<file path="src/rtl/float_operator_arbiter.sv">
// float_operator_arbiter
// Shares one pipelined float_operator between N_REQ requesters. A round-robin
// arbiter issues at most one request per cycle. A tag pipeline that matches the
// operator latency routes each returning result back to the requester that
// issued it.
//
// Ports:
//   clk, rst        rising-edge clock, asynchronous active-high reset
//   hold            blocks new issues; ops already in flight still complete
//   req_valid       per-requester request pending
//   req_a, req_b    packed 32-bit operands; requester i uses [32i+31:32i]
//   req_ready       one-hot grant (a transfer happens on valid & ready)
//   resp_valid      one-hot; resp_data holds that requester's result
//   resp_data       shared result word, 0 when no response is present
//   op_valid/op_a/op_b   issue interface to float_operator
//   op_done/op_result    completion interface from float_operator
//   inflight        number of issued ops that have not yet returned
//   idle            no op in flight and no issue this cycle
//   err             sticky: an expected result was missing (lost op_done)
module float_operator_arbiter #(
    parameter int N_REQ   = 4,
    parameter int LATENCY = 5
) (
    input  logic                             clk,
    input  logic                             rst,
    input  logic                             hold,
    input  logic [N_REQ-1:0]                 req_valid,
    input  logic [32*N_REQ-1:0]              req_a,
    input  logic [32*N_REQ-1:0]              req_b,
    output logic [N_REQ-1:0]                 req_ready,
    output logic [N_REQ-1:0]                 resp_valid,
    output logic [31:0]                      resp_data,
    output logic                             op_valid,
    output logic [31:0]                      op_a,
    output logic [31:0]                      op_b,
    input  logic                             op_done,
    input  logic [31:0]                      op_result,
    output logic [$clog2(LATENCY+1)-1:0]     inflight,
    output logic                             idle,
    output logic                             err
);

    localparam int ID_W  = $clog2(N_REQ);
    localparam int CNT_W = $clog2(LATENCY+1);

    logic [ID_W-1:0]  r_last_grant;
    logic             r_tag_v  [LATENCY];
    logic [ID_W-1:0]  r_tag_id [LATENCY];
    logic [CNT_W-1:0] r_inflight;
    logic             r_err;

    logic             w_grant_hit;
    logic [ID_W-1:0]  w_grant_id;
    logic [ID_W-1:0]  w_scan_idx;
    logic             w_last_v;
    logic [ID_W-1:0]  w_last_id;
    logic             w_resp_fire;
    logic             w_lost;

    // Round-robin scan starting just after the last grant. Reset also gates
    // the grant so that every issue-side output reads zero while rst is high.
    always_comb begin
        w_grant_hit = 1'b0;
        w_grant_id  = '0;
        w_scan_idx  = '0;
        if (!rst && !hold) begin
            for (int unsigned k = 1; k <= N_REQ; k++) begin
                w_scan_idx = ID_W'((32'(r_last_grant) + k) % N_REQ);
                if (!w_grant_hit && req_valid[w_scan_idx]) begin
                    w_grant_hit = 1'b1;
                    w_grant_id  = w_scan_idx;
                end
            end
        end
    end

    always_comb begin
        req_ready = '0;
        op_a      = '0;
        op_b      = '0;
        if (w_grant_hit) begin
            req_ready = N_REQ'(1) << w_grant_id;
        end
        for (int unsigned i = 0; i < N_REQ; i++) begin
            if (w_grant_hit && (w_grant_id == ID_W'(i))) begin
                op_a = req_a[32*i +: 32];
                op_b = req_b[32*i +: 32];
            end
        end
    end

    assign op_valid = w_grant_hit;

    always_ff @(posedge clk or posedge rst) begin
        if (rst) begin
            r_last_grant <= ID_W'(N_REQ-1);
        end else if (w_grant_hit) begin
            r_last_grant <= w_grant_id;
        end
    end

    // Tag pipeline: it never stalls, so the last stage lines up exactly with
    // op_done for the op issued LATENCY cycles earlier.
    always_ff @(posedge clk or posedge rst) begin
        if (rst) begin
            for (int unsigned i = 0; i < LATENCY; i++) begin
                r_tag_v[i]  <= 1'b0;
                r_tag_id[i] <= '0;
            end
        end else begin
            r_tag_v[0]  <= op_valid;
            r_tag_id[0] <= w_grant_id;
            for (int unsigned i = 1; i < LATENCY; i++) begin
                r_tag_v[i]  <= r_tag_v[i-1];
                r_tag_id[i] <= r_tag_id[i-1];
            end
        end
    end

    assign w_last_v    = r_tag_v[LATENCY-1];
    assign w_last_id   = r_tag_id[LATENCY-1];
    // A done without a valid tag is a stale pulse from before reset: ignore it.
    assign w_resp_fire = w_last_v & op_done;
    assign w_lost      = w_last_v & ~op_done;

    assign resp_valid = w_resp_fire ? (N_REQ'(1) << w_last_id) : '0;
    assign resp_data  = w_resp_fire ? op_result : '0;

    always_ff @(posedge clk or posedge rst) begin
        if (rst) begin
            r_inflight <= '0;
        end else begin
            case ({op_valid, w_last_v})
                2'b10:   r_inflight <= r_inflight + CNT_W'(1);
                2'b01:   r_inflight <= r_inflight - CNT_W'(1);
                default: r_inflight <= r_inflight;
            endcase
        end
    end

    always_ff @(posedge clk or posedge rst) begin
        if (rst) begin
            r_err <= 1'b0;
        end else if (w_lost) begin
            r_err <= 1'b1;
        end
    end

    // err is visible in the same cycle as the missing done, then held.
    assign err      = r_err | w_lost;
    assign inflight = r_inflight;
    assign idle     = (r_inflight == '0) & ~op_valid;

endmodule

</file>
<file path="config.mk">
export PLATFORM = sky130hd
export DESIGN_NAME = float_operator_arbiter
export DESIGN_NICKNAME = d
export VERILOG_FILES = /design/src/rtl/float_operator_arbiter.sv
export SDC_FILE = /design/constraint.sdc
export NUM_CORES = 1
export LEC_CHECK = 0
export CAP_MARGIN = 0
export CORE_AREA = 2 2 156 158
export CTS_CLUSTER_SIZE = 8
export DETAILED_ROUTE_END_ITERATION = 8
export DIE_AREA = 0 0 158 160
export DONT_BUFFER_PORTS = 1
export MAX_ROUTING_LAYER = met4
export PLACE_DENSITY = 0.32
export SYNTH_ARGS = -nofsm -noshare
export SYNTH_HDL_FRONTEND = slang
export SYNTH_SLANG_ARGS = --single-unit
</file>
<file path="constraint.sdc">
create_clock -name clk -period 6.14 [get_ports clk]
set_clock_uncertainty 0.15 [all_clocks]
set_input_delay 1.535 -clock clk [delete_from_list [all_inputs] [get_ports clk]]
set_output_delay 1.535 -clock clk [all_outputs]
set_load 0.1 [all_outputs]
</file>
# Yosys cells after proc, flatten, opt, wreduce, memory -nomap -nowiden
# Index checks and enable logic that the tools add are counted.
totals:
  register_bits: 21
  mem_bits_rw: 0
  latch_bits: 0
  romBits: 0
  in_bits: 296
  mem_count: 0
  out_inout_bits: 110
classes:
  n_reduce_logical: 16
  magnitude_cmp: 4
  eq_ne: 5
  div_mod_pow: 0
  n_mul: 0
  shift: 2
  n_addsub: 6
  mux: 33
  bitwise: 6
ops:
  columns: ["operator", "count"]
  rows:
  - ["$mux W32", 9]
  - ["$lt A2 B3 Y1 const B", 4]
  - ["$mux W1", 12]
  - ["$mux W2", 5]
  - ["$bmux W1 S2", 4]
  - ["$logic_and A1 B1 Y1", 8]
  - ["$mux W4", 2]
  - ["$shl A1 B2 Y4 const A", 2]
  - ["$eq A2 B2 Y1 const B", 3]
  - ["$pmux W3 S2", 1]
  - ["$logic_not A1 Y1", 5]
  - ["$add A2 B1 Y2 const B", 2]
  - ["$add A2 B2 Y2 const B", 2]
  - ["$eq A2 B1 Y1 const B", 2]
  - ["$add A3 B1 Y3 const B", 1]
  - ["$and A1 B1 Y1", 3]
  - ["$logic_not A3 Y1", 1]
  - ["$sub A3 B1 Y3 const B", 1]
  - ["$logic_not A2 Y1", 1]
  - ["$not A1 Y1", 2]
  - ["$reduce_bool A2 Y1", 1]
  - ["$or A1 B1 Y1", 1]

# Depth between registers and ports, before layout
# Gate-level depths: netlist of run 1.
depth:
  word_depth: 23
  depth_mapped: 8

# Least setup slack after synthesis of run 1
# OpenSTA, ideal clock, no wires.
synth_path:
  kind: "input port to output port"
  from: "input port hold"
  to: "output port req_ready[0]"
  required_ns: 4.455
  path_slack_ns: -0.976
  path_stages: 6
  t_arrival_ns: 5.431
  path_cell_list: "nor2_1 o41ai_2 inv_2 o21ai_1 clkbuf_1 nor4_1"
synth_via:
  word_cells_on_any_way: 6
  classes_between: "shift: 1; mux: 3; reduce/logical: 2"
synth_lines:
  columns: ["element", "line", "text"]
  rows:
  - ["start, declared", "26", "input logic hold,"]
  - ["$logic_not A1 Y1", "66", "if (!rst && !hold) begin"]
  - ["$logic_and A1 B1 Y1", "66", null]
  - ["$mux W1", "66", null]
  - ["named net op_valid", "33", "output logic op_valid,"]
  - ["$mux W4", "81", "if (w_grant_hit) begin"]
  - ["end, declared", "30", "output logic [N_REQ-1:0] req_ready,"]
# The timed path passes the listed nets, and every way through them passes these cells.

# Worst setup path after layout of run 1
layout_path:
  from: "input port req_valid[3]"
  to: "output port op_a[29]"
layout_via:
  elab_chain_cells: 22
  word_cells_on_any_way: 39
  classes_between: "eq/ne: 3; mux: 25; reduce/logical: 11"
layout_lines:
  columns: ["element", "line", "text"]
  rows:
  - ["start, declared", "27", "input logic [N_REQ-1:0] req_valid,"]
  - ["$bmux W1 S2", "69", "if (!w_grant_hit && req_valid[w_scan_idx]) begin"]
  - ["$mux W1 (implied by the code)", "69", null]
  - ["$mux W1", "69", null]
  - ["$mux W1", "66", null]
  - ["$logic_not A1 Y1", "69", null]
  - ["$logic_and A1 B1 Y1", "69", null]
  - ["$mux W1", "69", null]
  - ["$mux W1", "66", null]
  - ["(+4 left out)", null, null]
  - ["$logic_not A1 Y1", "69", null]
  - ["$logic_and A1 B1 Y1", "69", null]
  - ["$mux W2", "69", null]
  - ["$mux W2", "66", null]
  - ["$logic_not A2 Y1", "85", "if (w_grant_hit && (w_grant_id == ID_W'(i))) begin"]
  - ["$logic_and A1 B1 Y1", "85", null]
  - ["$mux W32 (3 in a row)", "85", null]
  - ["$mux W32 *", "85", null]
  - ["end, declared", "34", "output logic [31:0] op_a,"]
# Mark *: on every way between the ends. The rest lies on a longest branch, timed or not. The select of a mux whose other input is x is not followed.

==> results.py, run 1 <==
metrics = {
    "status": {
        "status": "finished, violations left",
        "failed_checks": "design-rule violations",
    },
    "synth": {
        "synth_cell_types": 33,
        "synthMuxAreaShare_pct": 21.5,
        "yosys_warnings": 0,
        "ys_top_cells_by_count": "mux2i_1 (65), nand2_1 (65), o221ai_1 (65)",
        "synth_fa_ha_area_share_pct": 1.08,
        "ys.flop_type": "dfrtp_1",
        "yosysTopAreaCell": "mux2i_1",
        "yosys.area_share.simple_pct": 29.7,
        "synth_top_family_by_area": "simple AND/OR/NAND/NOR gates",
        "synth-compound-area-share_pct": 21.2,
        "ys_seq_area_share_pct": 17.5,
        "synth_top_area_share_pct": 21.5,
        "syn_area_um2": 3020,
        "synth_edf_count": 0,
        "ys_ff_latch": 21,
        "synth-xor-area-share_pct": 0.869,
        "synthCells": 402,
        "synthArstFlopShare_pct": 100,
        "avgSynthCellArea_um2": 7.52,
        "syn-num-nets": 700,
        "synthTopCellsByArea": "mux2i_1 (22%), o221ai_1 (19%), dfrtp_1 (16%)",
    },
    "power_and_ir_drop": {
        "power_leakage_uw": 0.00182,
        "vdd_drop_max_uv": 153,
        "power_density_nw_per_um2": 336,
        "total_power_uw": 1550,
    },
    "sta": {
        "tightest_slew_ns": 1.03,
        "slew_violations": 0,
        "hold_violations": 0,
        "final.period_utilization_pct": 87.2,
        "clock.fmax_ghz": 0.187,
        "setup-tns-final_ns": 0,
        "period_needed_ns": 5.36,
        "rsz0062_at_grt": "no",
        "setup-violations-final": 0,
        "slew_headroom_pct": 31.3,
    },
    "placed_design": {
        "portBuffers": 0,
        "place_hpwl_um": 14000,
        "place_area_um2": 4530,
        "gp_congestion": 0.805,
    },
    "route": {
        "vias_per_cell": 4.73,
        "postRouteAntennaNets": 0,
        "first_iter_violations": 206,
        "drc": 3,
        "vias": 3625,
        "drt-pass1-iter-count": 8,
        "post_drt_wl_per_cell_um": 21.8,
        "wirelength_um": 16700,
    },
    "worst_setup_path": {
        "start_kind": "input pin",
        "cp_common_cell": "buf_4",
        "crit_required_ns": 4.45,
        "rr_worst_depth": 6,
        "cp_slowest_stage_delay_ns": 0.62,
        "crit_buf_inv": 2,
        "r2r-start": "w_last_v$_DFF_PP0_",
        "critPathLaunch": "req_valid[3]",
        "slowest_stage": "buf_4",
        "crit_cells": 7,
        "crit_type": "in -> out",
        "cp_max_fo": 46,
        "end_kind": "primary output",
        "critPathArrivalTime_ns": 3.67,
        "critPathTopFamily": "buffers and inverters",
        "path_cells": "nand2b_1 -> a21boi_1 -> nor3_4 -> buf_4 -> mux2i_1 -> o221ai_2 -> buf_4",
    },
    "hold_path": {
        "min_from": "r_tag_id[7]$_DFF_PP0_",
        "min_path_cells": 0,
        "hp-class": "reg -> reg",
    },
    "clocking": {
        "clk_latency_ns": 0.25,
        "numCtsBuffers": 3,
        "cts.hold.buffers_added": 0,
        "cts_tree": "done",
        "cts_buffer_depth": 2,
        "clkSlewWorstSetupHoldPaths_ns": 0.05,
        "htree_levels": 1,
        "cts-root-buf": "clkbuf_16",
        "postCtsResizedCells": 0,
        "clock-sinks": 21,
        "cts_setup_buffers": 0,
    },
    "floorplan": {
        "core_um2": 23800,
        "fp.dieH_um": 160,
        "initial_core_util_pct": 12.7,
        "die_w_um": 158,
        "pin_count": 406,
        "die-area_um2": 25300,
        "num_rows": 57,
    },
    "layout": {
        "layout-drive-gt1-share_pct": 37.6,
        "final_nets": 740,
        "fillers": 2682,
        "final_area_um2": 4610,
        "area_delta_synth_final_pct": 52.6,
    },
    "global_route": {
        "grt.total_usage_pct": 12.3,
        "gr-total-overflow": 0,
        "grt_pass1_vias": 3640,
        "grt_max_degree": 86,
        "grt_pass1_wl_um": 23000,
        "antenna_found_initial": 2,
    },
    "run": {
        "max_cap_viol_count": 0,
    },
}
metal layers:
layer	track usage [%]	vias up	share of wire, %
li1	-	1626	-
met1	13.9	1747	38
met2	23.0	246	54
met3	1.79	6	7.2
met4	2.38	0	1.0
met5	-	-	0
cells by family (layout without fill, tap and decap cells):
family,after synthesis,in the layout
flip-flops,21,21
AO/OA/AOI/OAI,74,74
multiplexers,65,65
other,0,2
XOR/XNOR,3,3
adder cells (fa/ha/maj),2,2
buffers and inverters,53,92
AND/OR/NAND/NOR,184,184
cells in the final DEF, fill, tap and decap left out, types with 2 or more instances in the layout:
cell / instances
a21o_1: 3
nor2_4: 2
buf_4: 67
diode_2: 2
dfrtp_1: 19
mux2i_1: 65
dfstp_2: 2
nand3_1: 64
nand2b_1: 4
nor3_2: 2
clkbuf_16: 6
nor3b_2: 2
o221ai_2: 64
xor2_1: 2
nor2_1: 5
nor4_4: 2
inv_1: 5
buf_16: 2
buf_12: 10
and3_1: 32
nand2_1: 65
where the power goes:
group / internal, µW / leakage, µW / switching [µW]
Combinational: 290 / 0.00152 / 859
Clock: 88.4 / 0.0000382 / 48.3
Sequential: 160 / 0.000264 / 103
Total: 539 / 0.00182 / 1010
sequential cells by signal, summed over array words and instances (netlist names):
register,cells
r_err,1
r_last_grant,2
w_last_id,2
w_last_v,1
inflight,3
r_tag_v,4
r_tag_id,8
final timing paths:
kind                                                end  slack (ns)
worst max-delay path                           op_a[29]        0.78
worst max register to register  inflight[2]$_DFFE_PP0P_        3.76
max in group asynchronous         r_tag_id[9]$_DFF_PP0_        4.19
worst min register to register    r_tag_id[5]$_DFF_PP0_        0.19
min in group asynchronous       inflight[2]$_DFFE_PP0P_        1.16
worst min-delay path              r_tag_id[5]$_DFF_PP0_        0.19
through the flow:
stage                     hold WS (ns)  util, %  worst slack, ns  std cells
final                            0.195     19.4            0.783        767
after global routing             0.204     19.4            0.661        767
after CTS                        0.198     19.3            0.725        765
after detailed placement         0.185     19.0            0.734        761
after global placement           0.182     19.0            0.718        761
after floorplan                  0.181        -           0.0224        402
cell type report:
type / count / area (µm²) / share of cell area, %
timing repair buffer: 82 / 833 / 18.1
antenna: 2 / 5.00 / 0.109
sequential: 21 / 528 / 11.4
inverter: 6 / 22.5 / 0.488
tap: 324 / 405 / 8.79
clock buffer: 4 / 78.8 / 1.71
multi-input combinational: 328 / 2740 / 59.4
Note: power is estimated with default switching activity, not from simulation.
==> inputs of run 2 (changes only) <==
Settings changed: CORE_AREA 2 2 156 158 to 2 2 157 159, DIE_AREA 0 0 158 160 to 0 0 159 161, GPL_ROUTABILITY_DRIVEN set to 0.
==> results.py, run 2 (same netlist as run 1, synthesis figures left out) <==
metrics = {
    "floorplan": {
        "pin_count": 406,
        "num_rows": 57,
        "initial_core_util_pct": 12.6,
        "die-area_um2": 25600,
        "die_w_um": 159,
        "fp.dieH_um": 161,
        "core_um2": 24000,
    },
    "worst_setup_path": {
        "start_kind": "input pin",
        "rr_worst_depth": 5,
        "cp_max_fo": 53,
        "end_kind": "primary output",
        "crit_required_ns": 4.45,
        "crit_type": "in -> out",
        "endpoint": "op_a[14]",
        "r2r-start": "inflight[0]$_DFFE_PP0P_",
        "r2r_setup_slack_ns": 3.80,
        "timing.rr.end": "inflight[2]$_DFFE_PP0P_",
        "critPathLaunch": "req_valid[3]",
        "critPathArrivalTime_ns": 3.60,
    },
    "route": {
        "drt-pass1-iter-count": 5,
        "drc": 0,
        "wirelength_um": 16600,
        "post_drt_wl_per_cell_um": 21.4,
        "first_iter_violations": 192,
        "vias": 3747,
        "postRouteAntennaNets": 0,
        "vias_per_cell": 4.84,
    },
    "power_and_ir_drop": {
        "p_sw_uw": 1010,
        "power_leakage_uw": 0.00183,
        "p_clk_share_pct": 8.7,
        "internal_power_uw": 534,
        "vdd_drop_max_uv": 153,
        "comb_power_share_pct": 74.2,
        "total_power_uw": 1540,
        "p_seq_share_pct": 17.1,
        "power_density_nw_per_um2": 338,
        "sw_frac_of_total_pct": 65.3,
    },
    "global_route": {
        "grt_pass1_vias": 3815,
        "grt_pass1_wl_um": 23800,
        "gr-total-overflow": 0,
        "grt_max_degree": 58,
        "antenna_found_initial": 3,
        "grt.total_usage_pct": 12.3,
    },
    "layout": {
        "layout_commonest_cell": "buf_4",
        "layout-drive-gt1-share_pct": 38.5,
        "largest_reg_flops": 8,
        "top_register": "r_tag_id",
        "final_nets": 746,
        "area_delta_synth_final_pct": 51.0,
        "layout_common_cells": "buf_4 (80), mux2i_1 (65), nand2_1 (65)",
    },
    "status": {
        "status": "finished clean",
    },
    "sta": {
        "rsz0062_at_grt": "no",
        "setup-violations-final": 0,
        "slew_violations": 0,
        "clock.fmax_ghz": 0.189,
        "tightest_slew_ns": 1.06,
        "slew_headroom_pct": 29.6,
        "period_needed_ns": 5.29,
        "setup-tns-final_ns": 0,
        "hold_violations": 0,
        "final.period_utilization_pct": 86.1,
    },
    "clocking": {
        "htree_levels": 1,
        "cts_setup_buffers": 0,
        "cts_buffer_depth": 2,
        "clock-sinks": 21,
        "clk_latency_ns": 0.25,
        "cts.hold.buffers_added": 0,
        "cts_tree": "done",
        "numCtsBuffers": 3,
        "cts-root-buf": "clkbuf_16",
        "clkSlewWorstSetupHoldPaths_ns": 0.05,
        "postCtsResizedCells": 0,
    },
    "run": {
        "max_cap_viol_count": 0,
    },
    "placed_design": {
        "place_hpwl_um": 14000,
        "portBuffers": 0,
    },
    "hold_path": {
        "hp-class": "reg -> reg",
    },
}
## run 2: changes by cell type in the layout (fill, tap and decap cells not counted), sizes merged
| cell | change |
|---|---|
| diode | +1 |
| buf | +6 |
## run 2: area by class of cell
class	instances	area, µm²
multi-input cells	328	2740
diodes	3	7.51
well taps	324	405
fillers	2696	19400
flip-flops and latches	21	528
clock buffers	4	78.8
inverters	6	22.5
repair buffers	88	783
## run 2: critical path, stage by stage
cell	delay (ns)
nand2b_1	0.07
a21boi_1	0.16
nor3_4	0.29
buf_12	0.26
buf_12	0.34
mux2i_1	0.41
o221ai_2	0.17
buf_4	0.26
## run 2: power groups by stage
| stage | Clock, µW | Combinational (µW) | Sequential (µW) |
|---|---|---|---|
| CTS | 140 | 1160 | 264 |
| global placement | 0 | 1140 | 265 |
| detailed placement | 0 | 1150 | 266 |
| floorplan | 0 | 868 | 254 |
| global route | 144 | 1200 | 267 |
| finish | 134 | 1140 | 264 |
## run 2: how the worst min path moves through the flow
stage                           from               endpoint  slack (ns)  depth (start not counted)
2_1_floorplan  r_tag_id[4]$_DFF_PP0_  r_tag_id[2]$_DFF_PP0_        0.18                          0
3_3_place_gp    r_tag_v[1]$_DFF_PP0_     w_last_v$_DFF_PP0_        0.18                          0
3_5_place_dp   r_tag_id[9]$_DFF_PP0_  r_tag_id[7]$_DFF_PP0_        0.18                          0
4_1_cts        r_tag_id[9]$_DFF_PP0_  r_tag_id[7]$_DFF_PP0_        0.20                          0
5_1_grt         r_tag_v[2]$_DFF_PP0_   r_tag_v[1]$_DFF_PP0_        0.20                          0
6_report        r_tag_v[2]$_DFF_PP0_   r_tag_v[1]$_DFF_PP0_        0.20                          0
## run 2: stage by stage
step	cell area (µm²)	cells	worst slack (ns)	hold WS, ns	utilization (%)
after floorplan	3040	402	0.0224	0.181	-
after detailed placement	4480	767	0.899	0.185	18.7
after global routing	4560	774	0.768	0.198	19.0
final	4560	774	0.853	0.195	19.0
after CTS	4560	771	0.894	0.198	19.0
after global placement	4480	767	0.939	0.181	18.7
## run 2: routing by layer
layer / up-vias / global-route usage (%) / wire length (µm)
li1: 1637 / - / -
met1: 1795 / 13.5 / 6050
met2: 294 / 22.9 / 8850
met3: 21 / 1.57 / 1210
met4: 0 / 4.38 / 437
met5: - / - / 0
==> inputs of run 3 (changes only) <==
Settings changed: SETUP_SLACK_MARGIN set to 0.02.
Clock period 6.14 ns to 5.2 ns, I/O delays scaled along.
==> results.py, run 3 (same netlist as run 1, synthesis figures left out) <==
metrics = {
    "sta": {
        "rsz0062_at_grt": "no",
        "setup-tns-final_ns": 0,
        "period_needed_ns": 4.70,
        "final.period_utilization_pct": 90.4,
        "hold_violations": 0,
        "slew_headroom_pct": 25.8,
        "tightest_slew_ns": 1.11,
        "slew_violations": 0,
        "setup-violations-final": 0,
        "hold_ws_ns": 0.196,
        "clock.fmax_ghz": 0.213,
    },
    "worst_setup_path": {
        "endpoint": "op_b[27]",
        "start_kind": "input pin",
        "end_kind": "primary output",
        "critPathArrivalTime_ns": 3.25,
        "cp_slowest_stage_delay_ns": 0.37,
        "critPathLaunch": "req_valid[0]",
        "timing.rr.end": "inflight[2]$_DFFE_PP0P_",
        "r2r-start": "inflight[0]$_DFFE_PP0P_",
        "rr_worst_depth": 5,
        "crit_required_ns": 3.75,
        "r2r_setup_slack_ns": 2.88,
        "crit_type": "in -> out",
        "path_cells": "nand2b_1 -> a21boi_1 -> buf_4 -> nor3_4 -> buf_12 -> buf_4 -> mux2i_1 -> o221ai_2 -> buf_12",
        "slowest_stage": "buf_12",
        "cp_max_fo": 63,
    },
    "power_and_ir_drop": {
        "power_leakage_uw": 0.00198,
        "vdd_drop_max_uv": 185,
        "power_density_nw_per_um2": 384,
    },
    "status": {
        "status": "finished clean",
    },
    "layout": {
        "fin_util_pct": 21.4,
        "layout_common_cells": "mux2i_1 (65), nand2_1 (65), nand3_1 (64), o221ai_2 (64), buf_12 (48)",
        "layout-drive-gt1-share_pct": 39.0,
        "final_area_um2": 5140,
        "largest_reg_flops": 8,
        "area_delta_synth_final_pct": 70.0,
        "fillers": 2624,
        "instances_no_fill": 783,
        "final_nets": 748,
        "top_register": "r_tag_id",
    },
    "clocking": {
        "clock-sinks": 21,
        "numCtsBuffers": 3,
        "cts_tree": "done",
        "cts_buffer_depth": 2,
        "clkSlewWorstSetupHoldPaths_ns": 0.06,
        "postCtsResizedCells": 0,
        "cts_setup_buffers": 0,
        "htree_levels": 1,
        "clk_latency_ns": 0.25,
        "cts-root-buf": "clkbuf_16",
        "cts.hold.buffers_added": 0,
    },
    "route": {
        "top_layer_used": "met4",
        "first_iter_violations": 144,
        "m1WireLength_um": 5120,
        "wl_met2_um": 8720,
        "wirelength_um": 15800,
        "vias_per_cell": 4.74,
        "drc": 0,
        "dr_wl_met3_um": 1110,
        "vias": 3712,
        "postRouteAntennaNets": 0,
        "post_drt_wl_per_cell_um": 20.2,
        "drt-pass1-iter-count": 4,
    },
    "floorplan": {
        "core_um2": 24000,
        "die_w_um": 159,
        "pin_count": 406,
        "num_rows": 57,
        "die-area_um2": 25600,
        "fp.dieH_um": 161,
        "initial_core_util_pct": 12.6,
    },
    "placed_design": {
        "portBuffers": 0,
        "place_area_um2": 5030,
        "place_inst": 769,
        "place_hpwl_um": 13300,
    },
    "hold_path": {
        "min_from": "r_tag_id[4]$_DFF_PP0_",
        "min_path_cells": 0,
        "hp-class": "reg -> reg",
    },
    "run": {
        "max_cap_viol_count": 0,
    },
    "global_route": {
        "grt_pass1_wl_um": 22700,
        "grt_max_degree": 64,
        "antenna_found_initial": 11,
        "grt_pass1_vias": 3959,
        "gr-total-overflow": 0,
        "grt.total_usage_pct": 11.7,
    },
}
==> run 3: changes by cell type in the layout (fill, tap and decap cells not counted) <==
| cell | before | now |
|---|---|---|
| clkbuf_16 | 6 | 5 |
| clkinv_2 | 0 | 1 |
| buf_4 | 80 | 39 |
| buf_12 | 4 | 48 |
| diode_2 | 3 | 10 |
| nor3_2 | 2 | 1 |
| nor3_4 | 1 | 2 |
| clkbuf_1 | 1 | 0 |
==> run 3: how the worst min path moves through the flow <==
stage | end | slack, ns
3_5_place_dp | r_tag_id[5]$_DFF_PP0_ | 0.18
5_1_grt | r_tag_id[7]$_DFF_PP0_ | 0.20
3_3_place_gp | r_tag_id[5]$_DFF_PP0_ | 0.18
6_report | r_tag_id[2]$_DFF_PP0_ | 0.20
2_1_floorplan | r_tag_id[2]$_DFF_PP0_ | 0.18
4_1_cts | w_last_id[1]$_DFF_PP0_ | 0.20
==> run 3: metrics by stage <==
stage	power, µW	setup WS, ns
after global placement	1810	0.573
after CTS	2000	0.495
final	1970	0.497
after detailed placement	1830	0.501
after floorplan	1340	-0.300
after global routing	2050	0.373
==> run 3: area by class of cell <==
cell class	instances	area [µm²]	area share (%)
diodes	10	25.0	0.487
clock buffers	3	75.1	1.46
clock inverters	1	5.00	0.0974
inverters	6	22.5	0.438
multi-input cells	328	2750	53.4
flip-flops and latches	21	528	10.3
well taps	324	405	7.89
repair buffers	90	1330	25.9
==> run 3: critical path, delay by kind of cell <==
family | cells | cell delay [ns]
and+or+nand+nor | 2 | 0.37
AOI/OAI and AO/OA | 2 | 0.21
buffers and inverters | 4 | 0.99
muxes | 1 | 0.27
==> run 3: routing by layer <==
layer | track usage, % | vias to the layer above
met5 | - | -
met1 | 11.0 | 1773
li1 | - | 1647
met3 | 1.93 | 38
met4 | 7.23 | 0
met2 | 22.3 | 254
==> run 3: power breakdown <==
group	leakage [µW]	internal, µW	switching (µW)
clock network	0.0000409	103	58.1
registers	0.000264	189	127
logic	0.00167	455	1040
